## config.mk

```make
export PLATFORM = sky130hd
export DESIGN_NAME = axis_length_fill_core
export DESIGN_NICKNAME = d
export VERILOG_FILES = /design/src/rtl/axis_length_fill_core.sv
export SDC_FILE = /design/constraint.sdc
export NUM_CORES = 1
export LEC_CHECK = 0
export BUFFER_PORTS_ARGS = -buffer_cell sky130_fd_sc_hd__buf_4
export CORE_MARGIN = 3
export CORE_UTILIZATION = 40
export CTS_CLUSTER_DIAMETER = 40
export CTS_CLUSTER_SIZE = 24
export DETAILED_ROUTE_END_ITERATION = 12
export PLACE_DENSITY = 0.69
export SLEW_MARGIN = 20
export SYNTH_ARGS = -nofsm -noshare
export SYNTH_HDL_FRONTEND = slang
export SYNTH_SLANG_ARGS = --single-unit
```

## constraint.sdc

```tcl
create_clock -name aclk -period 7.5 [get_ports aclk]
set_input_delay 0.75 -clock aclk [delete_from_list [all_inputs] [get_ports aclk]]
set_output_delay 0.75 -clock aclk [all_outputs]
set_load 0.02 [all_outputs]
```

## src/rtl/axis_length_fill_core.sv

```systemverilog
// Fixed-length AXI-Stream normaliser: each input packet leaves as exactly `length` beats
// (short packets zero-padded, long packets truncated with surplus beats drained); length==0 passes through.
// Latency: zero in PASS (combinational forwarding); pad beats follow back-to-back under out_tready.
// Backpressure: PASS ties in_tready to out_tready, PAD stalls the input, DROP always accepts; aclken=0 freezes all.
// Ports: aclk/aresetn/aclken, length (sampled on first beat), axis_in_* slave side, axis_out_* master side.
module axis_length_fill_core #(
    parameter int               DSIZE     = 8,
    parameter logic [DSIZE-1:0] PAD_VALUE = '0
) (
    input  logic             aclk,
    input  logic             aresetn,
    input  logic             aclken,
    input  logic [31:0]      length,
    input  logic [DSIZE-1:0] axis_in_tdata,
    input  logic             axis_in_tvalid,
    output logic             axis_in_tready,
    input  logic             axis_in_tlast,
    input  logic             axis_in_tuser,
    output logic [DSIZE-1:0] axis_out_tdata,
    output logic             axis_out_tvalid,
    input  logic             axis_out_tready,
    output logic             axis_out_tlast,
    output logic             axis_out_tuser
);

    localparam logic [1:0] ST_PASS = 2'd0;
    localparam logic [1:0] ST_PAD  = 2'd1;
    localparam logic [1:0] ST_DROP = 2'd2;

    logic [1:0]       state_q, state_d;
    logic [31:0]      cnt_q, cnt_d;
    logic [31:0]      len_q, len_d;

    logic             run;
    logic             first_beat;
    logic [31:0]      len_cur;
    logic             at_end;
    logic             in_beat;
    logic             out_beat;
    logic             in_rdy;
    logic             out_vld;
    logic             out_last;
    logic             out_user;
    logic [DSIZE-1:0] out_dat;

    always_comb begin
        run        = aresetn && aclken;
        // The first beat of a packet must already see the new length, so it
        // bypasses len_q; every later beat uses the latched copy.
        first_beat = (state_q == ST_PASS) && (cnt_q == 32'd0);
        len_cur    = first_beat ? length : len_q;
        at_end     = (cnt_q == (len_cur - 32'd1));

        state_d  = state_q;
        cnt_d    = cnt_q;
        len_d    = len_q;
        in_rdy   = 1'b0;
        out_vld  = 1'b0;
        out_last = 1'b0;
        out_user = 1'b0;
        out_dat  = '0;
        in_beat  = 1'b0;
        out_beat = 1'b0;

        case (state_q)
            ST_PASS: begin
                out_vld  = run && axis_in_tvalid;
                in_rdy   = run && axis_out_tready;
                out_dat  = axis_in_tdata;
                out_user = axis_in_tuser;
                out_last = (len_cur == 32'd0) ? axis_in_tlast : at_end;
                in_beat  = axis_in_tvalid && in_rdy;
                if (in_beat) begin
                    if (first_beat) begin
                        len_d = length;
                    end
                    if (len_cur == 32'd0) begin
                        // Transparent mode: only track packet boundaries.
                        cnt_d = axis_in_tlast ? 32'd0 : cnt_q + 32'd1;
                    end else if (at_end) begin
                        cnt_d   = 32'd0;
                        state_d = axis_in_tlast ? ST_PASS : ST_DROP;
                    end else begin
                        cnt_d = cnt_q + 32'd1;
                        if (axis_in_tlast) begin
                            state_d = ST_PAD;
                        end
                    end
                end
            end
            ST_PAD: begin
                out_vld  = run;
                out_dat  = PAD_VALUE;
                out_last = at_end;
                out_beat = out_vld && axis_out_tready;
                if (out_beat) begin
                    if (at_end) begin
                        cnt_d   = 32'd0;
                        state_d = ST_PASS;
                    end else begin
                        cnt_d = cnt_q + 32'd1;
                    end
                end
            end
            ST_DROP: begin
                in_rdy  = run;
                in_beat = axis_in_tvalid && in_rdy;
                if (in_beat && axis_in_tlast) begin
                    state_d = ST_PASS;
                end
            end
            default: begin
                state_d = ST_PASS;
                cnt_d   = 32'd0;
            end
        endcase

        // While reset is held the bus is quiet regardless of what the source drives.
        if (!aresetn) begin
            out_dat  = '0;
            out_last = 1'b0;
            out_user = 1'b0;
        end
    end

    always_ff @(posedge aclk or negedge aresetn) begin
        if (!aresetn) begin
            state_q <= ST_PASS;
            cnt_q   <= 32'd0;
            len_q   <= 32'd0;
        end else begin
            state_q <= state_d;
            cnt_q   <= cnt_d;
            len_q   <= len_d;
        end
    end

    assign axis_in_tready  = in_rdy;
    assign axis_out_tvalid = out_vld;
    assign axis_out_tdata  = out_dat;
    assign axis_out_tlast  = out_last;
    assign axis_out_tuser  = out_user;

endmodule

```

Word level (Yosys, flattened, before mapping)
Cells that the tools add are included.
Cells by class
  add/subtract/negate cells: 2
  eq/ne operators: 9
  multiplexer cells: 25
  bitwise gates (word level): 1
  reductions and logical operators: 12
Operators with widths (count)
  2-to-1 mux 32 bit: 6
  one-hot mux 32 bit (3 select lines): 1
  logical NOT 32 bit: 2
  adder 32 x 1 -> 32 bit (second input constant): 1
  equality test 32 bit: 1
  subtractor 32 x 1 -> 32 bit (second input constant): 1
  2-to-1 mux 2 bit: 8
  2-to-1 mux 8 bit: 2
  != test 2 bit (second input constant): 4
  logical AND 1 bit: 6
  one-hot mux 1 bit (2 select lines): 3
  one-hot mux 2 bit (3 select lines): 1
  AND reduction 6 bit: 1
  2-to-1 mux 1 bit: 4
  != test 3 bit (second input constant): 1
  AND reduction 3 bit: 1
  equality test 2 x 1 -> 1 bit (second input constant): 1
  equality test 2 bit (second input constant): 1
  logical NOT 2 bit: 1
  != test 2 x 1 -> 1 bit (second input constant): 1
  AND reduction 2 bit: 1
  NOT 1 bit: 1
Storage, ports and cells
  bits in registers: 66
  input bits: 47
  output and inout bits: 12
  logic and storage cells: 52

Depth between registers and ports, before layout
Gate-level depths: netlist (run 1).
  depth after elaboration: 9
  gate-level depth with buffers: 23
  gate-level depth less buffers: 18

Worst setup path after synthesis (run 1)
Ideal clock, no wire load.
  kind: reg2out
  from: register cnt_q[0]
  to: output port axis_out_tlast
  arrival: 4.503 ns
  required time: 6.750 ns
  path slack: 2.247 ns
  cell stages (with the launch flop): 22
  buffers on the path: 3
  path through: dfrtp_1 -> inv_1 -> ha_1 -> nor4b_2 -> and4_1 -> buf_4 -> nand3_4 -> buf_6 -> buf_2 -> mux2i_1 -> ha_1 -> nor3b_1 -> nand4_1 -> or2_2 -> mux2_2 -> a211oi_1 -> mux2_2 -> nor2_1 -> nor4_1 -> and3_1 -> inv_1 -> a21oi_1
On the way
  cells in the longest elaborated chain, start to end: 8
  elaborated cells between the ends (all ways): 9
  classes of those cells: add/sub (1); eq/ne (1); mux (4); reduce/logical (3)
RTL lines
  start: declaration: RTL line 31  | logic [31:0] cnt_q, cnt_d;
  start signal: assignment: RTL line 133  | cnt_q <= cnt_d;
  logical NOT 32 bit: RTL line 50  | first_beat = (state_q == ST_PASS) && (cnt_q == 32'd0);
  logical AND 1 bit: RTL line 50
  2-to-1 mux 32 bit: RTL line 51  | len_cur = first_beat ? length : len_q;
  subtractor 32 x 1 -> 32 bit: RTL line 52  | at_end = (cnt_q == (len_cur - 32'd1));
  equality test 32 bit: RTL line 52
  2-to-1 mux 1 bit: RTL line 71  | out_last = (len_cur == 32'd0) ? axis_in_tlast : at_end;
  one-hot mux 1 bit (2 select lines) *: RTL line 65  | case (state_q)
  2-to-1 mux 1 bit *: RTL line 119  | if (!aresetn) begin
  end: declaration: RTL line 22  | output logic axis_out_tlast,
Mark *: on every way between the ends. The rest lies on a longest branch, timed or not.

Worst setup path after layout (run 1)
Same ends and word-level chain as after synthesis.

==> tab_implementation.tex, run 1 <==
\begin{tabular}{lr}
\hline
Metric & Value \\
\hline
\multicolumn{2}{l}{\textbf{Run status}} \\
Outcome & finished, final reports clean \\
\multicolumn{2}{l}{\textbf{Route}} \\
Detailed Routing Iterations Pass 1 & 6 \\
Number of nets with antenna violations after routing & 0 \\
Routed Wire Length & 18,000 um \\
Post-detailed-route via-to-cell ratio & around 6.4 \\
Routed wire per std cell & around 20 um \\
Residual DRC count & 0 \\
Via count & between 5,000 and 6,000 \\
Iteration-0 DRC count of the detailed router & about 590 \\
\multicolumn{2}{l}{\textbf{Yosys}} \\
Post-Synth Simple-Gate Area & 0.296 \\
YS warnings & 0 \\
Mux share of post-synthesis cell area & 0.103 \\
Mapped Area & $\sim$5600 um2 \\
Syn\_nets & around 700 \\
Largest family of logic cells by synthesized area & simple AND/OR/NAND/NOR gates \\
Mean cell area of the mapped netlist & 8.42 um2 \\
Sequential area share after synthesis & 0.294 \\
Async set or reset register ratio after synthesis & 1.00 \\
Library cells used by synthesis & 67 \\
EDFF count, synth & 0 \\
Portion of synthesized cell area occupied by the leading cell type & 0.294 \\
Synth Register Bits & between 60 and 70 \\
Synth Area in XOR/XNOR & 0.0679 \\
List of most frequent post-synthesis cells & sky130\_fd\_sc\_hd\_\_dfrtp\_1 (66), sky130\_fd\_sc\_hd\_\_nor2\_1 (48), sky130\_fd\_sc\_hd\_\_nand3\_1 (39), sky130\_fd\_sc\_hd\_\_nand2\_1 (38), sky130\_fd\_sc\_hd\_\_mux2\_2 (32) \\
Most frequent cell after synthesis & sky130\_fd\_sc\_hd\_\_dfrtp\_1 \\
Cell types occupying the most area after synthesis & sky130\_fd\_sc\_hd\_\_dfrtp\_1 (29\%), sky130\_fd\_sc\_hd\_\_mux2\_2 (6.4\%), sky130\_fd\_sc\_hd\_\_xnor2\_1 (4.1\%) \\
Predominant post-synthesis flop cell & sky130\_fd\_sc\_hd\_\_dfrtp\_1 \\
Post-synthesis share of cell area spent on full adders, half adders and majority gates & 0.00668 \\
Cell taking the most area after synthesis & sky130\_fd\_sc\_hd\_\_dfrtp\_1 \\
Post-synthesis compound-gate area fraction & 0.172 \\
Mapped Cells & approximately 670 \\
\multicolumn{2}{l}{\textbf{Floorplan}} \\
Number of primary I/O pins & just under 60 \\
Placeable core region & 13,500 um2 \\
DIE AREA & around 16,000 um2 \\
Die height & 125 um \\
Horiz. Die Dim & 125 um \\
Rows & 42 \\
Starting density of the core & 0.416 \\
\multicolumn{2}{l}{\textbf{Timing}} \\
Final worst-path cycle share & 0.889 \\
Actual transition at the worst max-transition pin & slightly below 1 ns \\
Endpoints failing hold & 0 \\
Final Setup Violations & 0 \\
RSZ-0062 raised after global routing & false \\
Slew Limit Fails & 0 \\
Slew headroom & 0.350 \\
Worst hold margin & 0.287 ns \\
Worst-case clock skew & 0.00818 ns \\
Final total negative setup slack & 0 ns \\
Maximum clock frequency & approximately 0.15 GHz \\
Fin crit period & around 6.7 ns \\
\multicolumn{2}{l}{\textbf{CTS}} \\
Resize count post-CTS & 0 \\
Cts-stage hold buffer count & 0 \\
Clock tree sinks & 66 \\
Htree depth & 3 \\
Number of setup buffers added after CTS & 0 \\
CTS tree & yes \\
Clock Pin Slew Worst Setup and Hold Paths & roughly 0.05 ns \\
Max clock buf depth & 2 \\
Root buffer cell & sky130\_fd\_sc\_hd\_\_clkbuf\_16 \\
Skew-Pair Late Insertion Delay & $\sim$0.35 ns \\
TritonCTS buffer count & 9 \\
\multicolumn{2}{l}{\textbf{Global route}} \\
Antenna violations before repair & 0 \\
Overflow left after global routing & 0 \\
Number of global-route vias before repair & 5,463 \\
Pin count of the biggest net entering global routing & between 50 and 60 \\
Overall Global Routing Usage & 0.232 \\
Global-route wire length before repair & about 29,000 um \\
\multicolumn{2}{l}{\textbf{Final layout}} \\
Final nets & around 760 \\
FILL cells & 1,299 \\
P\&R area growth vs syn & 14.3\% \\
Share of layout cells above drive strength 1 & 0.194 \\
Diodes inserted & 0 \\
\multicolumn{2}{l}{\textbf{Critical path}} \\
Sort of element at the start of the critical path & flip-flop \\
Required time of the critical path & slightly below 7 ns \\
Master of the slowest instance on the critical path & sky130\_fd\_sc\_hd\_\_nor4\_1 \\
Number of buffer and inverter stages on the critical path & 3 \\
Cells along the critical path & inv\_1 > ha\_1 > nor4b\_2 > and4\_1 > nand3\_4 > mux2i\_1 > ha\_1 > nor3b\_1 > nand4\_1 > or2\_2 > mux2\_2 > a211oi\_1 > mux2\_2 > nor2\_1 > nor4\_1 > and3\_1 > inv\_1 > a21oi\_1 > buf\_4 \\
Type of element capturing the critical path & primary output \\
Crit Path Category & flip-flop to primary output \\
Worst EP arrival & $\sim$6 ns \\
Slowest Stage Delay on Critical Path & between 0.5 and 0.6 ns \\
Kind of cell adding the most delay to the critical path & simple AND/OR/NAND/NOR gates \\
Max FO, Critical Path & 30 \\
\multicolumn{2}{l}{\textbf{Run}} \\
Number of maximum-capacitance violations & 0 \\
\multicolumn{2}{l}{\textbf{Placement}} \\
Number of port buffers & 58 \\
Final HPWL DP & about 13,000 um \\
GP Congestion & a little under 1 \\
\multicolumn{2}{l}{\textbf{Power}} \\
Leakage power & 2.71 nW \\
Power density relative to cell area & between 150 and 200 nW/um2 \\
Max rail drop VDD & around 0.00010 V \\
\multicolumn{2}{l}{\textbf{Min path}} \\
Hold Path Class & primary input to async pin \\
\hline
\end{tabular}
path summary, 6_finish.rpt:
| path | slack (ns) | cells after the start | endpoint | from |
|---|---|---|---|---|
| setup / recovery | 0.83 | 19 | axis_out_tlast | cnt_q[0] |
| hold / removal | 0.29 | 1 | state_q[1] | aresetn |
| setup reg to reg | 1.32 | 19 | cnt_q[14] | cnt_q[0] |
| hold reg to reg | 0.58 | 1 | len_q[9] | len_q[9] |
| max in group asynchronous | 6.19 | 2 | len_q[22] | aresetn |
| min in group aclk | 0.58 | 1 | len_q[9] | len_q[9] |
power by group:
group	leakage [nW]	switching (W)	internal, W
Clock	0.143	0.000160	0.000250
Sequential	0.820	0.0000455	0.000381
Combinational	1.75	0.000128	0.0000945
Total	2.71	0.000333	0.000725
metal layers:
metal | global-route usage | part of all wire | vias up
met2 | 0.362 | 0.46 | 266
met5 | 0 | 0 | -
li1 | - | - | 2613
met1 | 0.318 | 0.44 | 2779
met3 | 0.0369 | 0.074 | 35
met4 | 0.101 | 0.024 | 0
through the flow:
step	area, um2	total power, W	cells	setup WS (ns)	utilization
2_1_floorplan	5620	0.000560	667	2.25	-
3_3_place_gp	6140	0.000643	870	1.44	0.455
3_5_place_dp	6140	0.000649	870	1.34	0.455
4_1_cts	6420	0.00106	886	0.934	0.476
5_1_grt	6420	0.00111	886	0.337	0.476
6_report	6420	0.00106	886	0.829	0.476
sequential cells by signal, indices dropped and copies added (netlist names):
signal   cells
cnt_q       32
len_q       32
state_q      2
logic make-up after synthesis:
family,count (synthesis)
buf+inv,72
fa+ha+maj,3
mux,54
simple gates,290
xor+xnor,42
compound gates,140
flops,66
cell type report:
type | instances | area, um2 | area share
well taps | 176 | 220 | 0.0343
flip-flops and latches | 66 | 1650 | 0.257
inverters | 31 | 116 | 0.0181
clock buffers | 14 | 274 | 0.0427
repair buffers | 68 | 510 | 0.0795
multi-input cells | 529 | 3640 | 0.567
clock inverters | 2 | 10.0 | 0.00156
cells in the final DEF, fill, tap and decap left out, types with 27 or more instances in the layout:
cell type | synthesis | routed
sky130_fd_sc_hd__a31oi_1 | 28 | 27
sky130_fd_sc_hd__buf_4 | 6 | 68
sky130_fd_sc_hd__dfrtp_1 | 66 | 66
sky130_fd_sc_hd__inv_1 | 31 | 31
sky130_fd_sc_hd__mux2_2 | 32 | 32
sky130_fd_sc_hd__nand2_1 | 38 | 38
sky130_fd_sc_hd__nand3_1 | 39 | 39
sky130_fd_sc_hd__nor2_1 | 48 | 47
sky130_fd_sc_hd__nor3_1 | 27 | 27
sky130_fd_sc_hd__nor4_1 | 30 | 30
Power figures use the tool's default switching activity.
==> run 2, diff against run 1 <==
- MAX_ROUTING_LAYER: default -> met4
==> tab_implementation.tex, run 2 (same netlist as run 1, synthesis figures left out) <==
\begin{tabular}{lr}
\hline
Metric & Value \\
\hline
\multicolumn{2}{l}{\textbf{CTS}} \\
Htree depth & 3 \\
CTS tree & yes \\
Number of setup buffers added after CTS & 0 \\
TritonCTS buffer count & 9 \\
Cts-stage hold buffer count & 0 \\
Skew-Pair Late Insertion Delay & between 0.3 and 0.4 ns \\
Resize count post-CTS & 0 \\
Max clock buf depth & 2 \\
Clock tree sinks & 66 \\
Clock Pin Slew Worst Setup and Hold Paths & 0.06 ns \\
Root buffer cell & sky130\_fd\_sc\_hd\_\_clkbuf\_16 \\
\multicolumn{2}{l}{\textbf{Timing}} \\
Worst-case clock skew & between 0.006 and 0.007 ns \\
Slew headroom & 0.326 \\
Final Setup Violations & 0 \\
Fin crit period & between 6 and 7 ns \\
Worst hold margin & 0.238 ns \\
Actual transition at the worst max-transition pin & between 1 and 1.5 ns \\
Final total negative setup slack & 0 ns \\
Maximum clock frequency & between 0.1 and 0.15 GHz \\
Final worst-path cycle share & 0.894 \\
Slew Limit Fails & 0 \\
Endpoints failing hold & 0 \\
RSZ-0062 raised after global routing & false \\
\multicolumn{2}{l}{\textbf{Floorplan}} \\
Starting density of the core & 0.416 \\
Horiz. Die Dim & $\sim$120 um \\
Rows & 42 \\
Number of primary I/O pins & 59 \\
DIE AREA & roughly 16,000 um2 \\
Die height & 125 um \\
Placeable core region & about 14,000 um2 \\
\multicolumn{2}{l}{\textbf{Route}} \\
Via count & about 5,600 \\
Detailed Routing Iterations Pass 1 & 7 \\
Routed Wire Length & around 18,000 um \\
Post-detailed-route via-to-cell ratio & approximately 6.3 \\
Routed wire per std cell & approximately 20 um \\
Residual DRC count & 0 \\
Number of nets with antenna violations after routing & 0 \\
Iteration-0 DRC count of the detailed router & around 500 \\
\multicolumn{2}{l}{\textbf{Final layout}} \\
Storage element area & 1650 um2 \\
Largest regs & cnt\_q: 32 flops, len\_q: 32 flops, state\_q: 2 flops \\
FILL cells & between 1,000 and 1,500 \\
Final Cell Area & 6440 um2 \\
Share of layout cells above drive strength 1 & 0.196 \\
Final nets & 754 \\
Combined area of the multi-input logic cells & around 3600 um2 \\
Most common library cell in the layout ignoring fill and taps & sky130\_fd\_sc\_hd\_\_buf\_4 \\
Diodes inserted & 0 \\
Most frequent cells in the layout & sky130\_fd\_sc\_hd\_\_buf\_4 (67), sky130\_fd\_sc\_hd\_\_dfrtp\_1 (66), sky130\_fd\_sc\_hd\_\_nor2\_1 (47) \\
P\&R area growth vs syn & 14.5\% \\
\multicolumn{2}{l}{\textbf{Power}} \\
Clock power frac & 0.406 \\
Seq pwr share & 0.389 \\
Fraction of power consumed by combinational cells & 0.205 \\
Max rail drop VDD & $\sim$0.00013 V \\
Leakage power & around 2.7 nW \\
Sw frac & 0.313 \\
Power density relative to cell area & 169 nW/um2 \\
Total internal power & roughly 0.00075 W \\
Net switching power of the design & around 0.00034 W \\
\multicolumn{2}{l}{\textbf{Run}} \\
Number of maximum-capacitance violations & 0 \\
\multicolumn{2}{l}{\textbf{Global route}} \\
Overall Global Routing Usage & 0.237 \\
Antenna violations before repair & 0 \\
Number of global-route vias before repair & roughly 5,400 \\
Overflow left after global routing & 0 \\
Pin count of the biggest net entering global routing & 65 \\
Global-route wire length before repair & 28,900 um \\
\multicolumn{2}{l}{\textbf{Placement}} \\
Final HPWL DP & 13,200 um \\
Number of port buffers & 58 \\
Post-detailed-placement cell area & around 6000 um2 \\
GP Congestion & roughly 0.96 \\
\multicolumn{2}{l}{\textbf{Critical path}} \\
Max FO, Critical Path & 30 \\
Crit path launch & cnt\_q[0] \\
Crit Path Category & flip-flop to primary output \\
Type of element capturing the critical path & primary output \\
Beginning of the worst register-to-register path & cnt\_q[0] \\
Worst EP arrival & 5.96 ns \\
Required time of the critical path & about 6.8 ns \\
Sort of element at the start of the critical path & flip-flop \\
\multicolumn{2}{l}{\textbf{Run status}} \\
Outcome & finished, final reports clean \\
\multicolumn{2}{l}{\textbf{Min path}} \\
Hold Path Class & primary input to async pin \\
\hline
\end{tabular}
## run 2: area by class of cell
cell class | instances | share of cell area
clock buffer | 11 | 0.0393
sequential | 66 | 0.257
inverter | 31 | 0.0181
tap | 176 | 0.0342
clock inverter | 5 | 0.00816
multi-input combinational | 529 | 0.566
timing repair buffer | 67 | 0.0781
## run 2: metrics by stage
step | cells | setup slack (ns) | power, W | utilization
finish | 885 | 0.793 | 0.00109 | 0.477
global route | 885 | 0.152 | 0.00114 | 0.477
CTS | 885 | 0.844 | 0.00109 | 0.477
detailed placement | 869 | 1.26 | 0.000650 | 0.454
global placement | 869 | 1.47 | 0.000644 | 0.454
floorplan | 667 | 2.25 | 0.000560 | -
## run 2: metal layers
metal  track usage  vias to the layer above  part of all wire
li1              -                     2623                 -
met1         0.316                     2697              0.45
met2         0.359                      239              0.46
met3        0.0339                       43             0.060
met4         0.102                        0             0.029
met5             -                        -                 0
## run 2: power by group through the flow
stage / Sequential, W / Clock (W) / Combinational, W
2_1_floorplan: 0.000409 / 0 / 0.000150
3_3_place_gp: 0.000428 / 0 / 0.000216
3_5_place_dp: 0.000429 / 0 / 0.000220
4_1_cts: 0.000423 / 0.000448 / 0.000223
5_1_grt: 0.000428 / 0.000462 / 0.000249
6_report: 0.000424 / 0.000442 / 0.000224
## run 2: worst paths after layout
check / slack [ns] / to / cells after the start
max: 0.79 / axis_out_tlast / 19
min: 0.24 / state_q[1] / 1
max reg2reg: 1.30 / cnt_q[11] / 19
min reg2reg: 0.56 / cnt_q[31] / 1
max in group asynchronous: 6.15 / cnt_q[2] / 2
min in group aclk: 0.56 / cnt_q[31] / 1
## run 2: critical path: stages, from the launching register on
cell and delay, ns:
sky130_fd_sc_hd__dfrtp_1 0.44, sky130_fd_sc_hd__inv_1 0.08, sky130_fd_sc_hd__ha_1 0.13, sky130_fd_sc_hd__nor4b_2 0.26, sky130_fd_sc_hd__and4_1 0.50, sky130_fd_sc_hd__nand3_4 0.50
sky130_fd_sc_hd__mux2i_1 0.34, sky130_fd_sc_hd__ha_1 0.29, sky130_fd_sc_hd__nor3b_1 0.42, sky130_fd_sc_hd__nand4_1 0.30, sky130_fd_sc_hd__or2_2 0.36, sky130_fd_sc_hd__mux2_2 0.29
sky130_fd_sc_hd__a211oi_1 0.21, sky130_fd_sc_hd__mux2_2 0.18, sky130_fd_sc_hd__nor2_1 0.03, sky130_fd_sc_hd__nor4_1 0.55, sky130_fd_sc_hd__and3_1 0.31, sky130_fd_sc_hd__inv_1 0.08
sky130_fd_sc_hd__a21oi_1 0.16, sky130_fd_sc_hd__buf_4 0.17
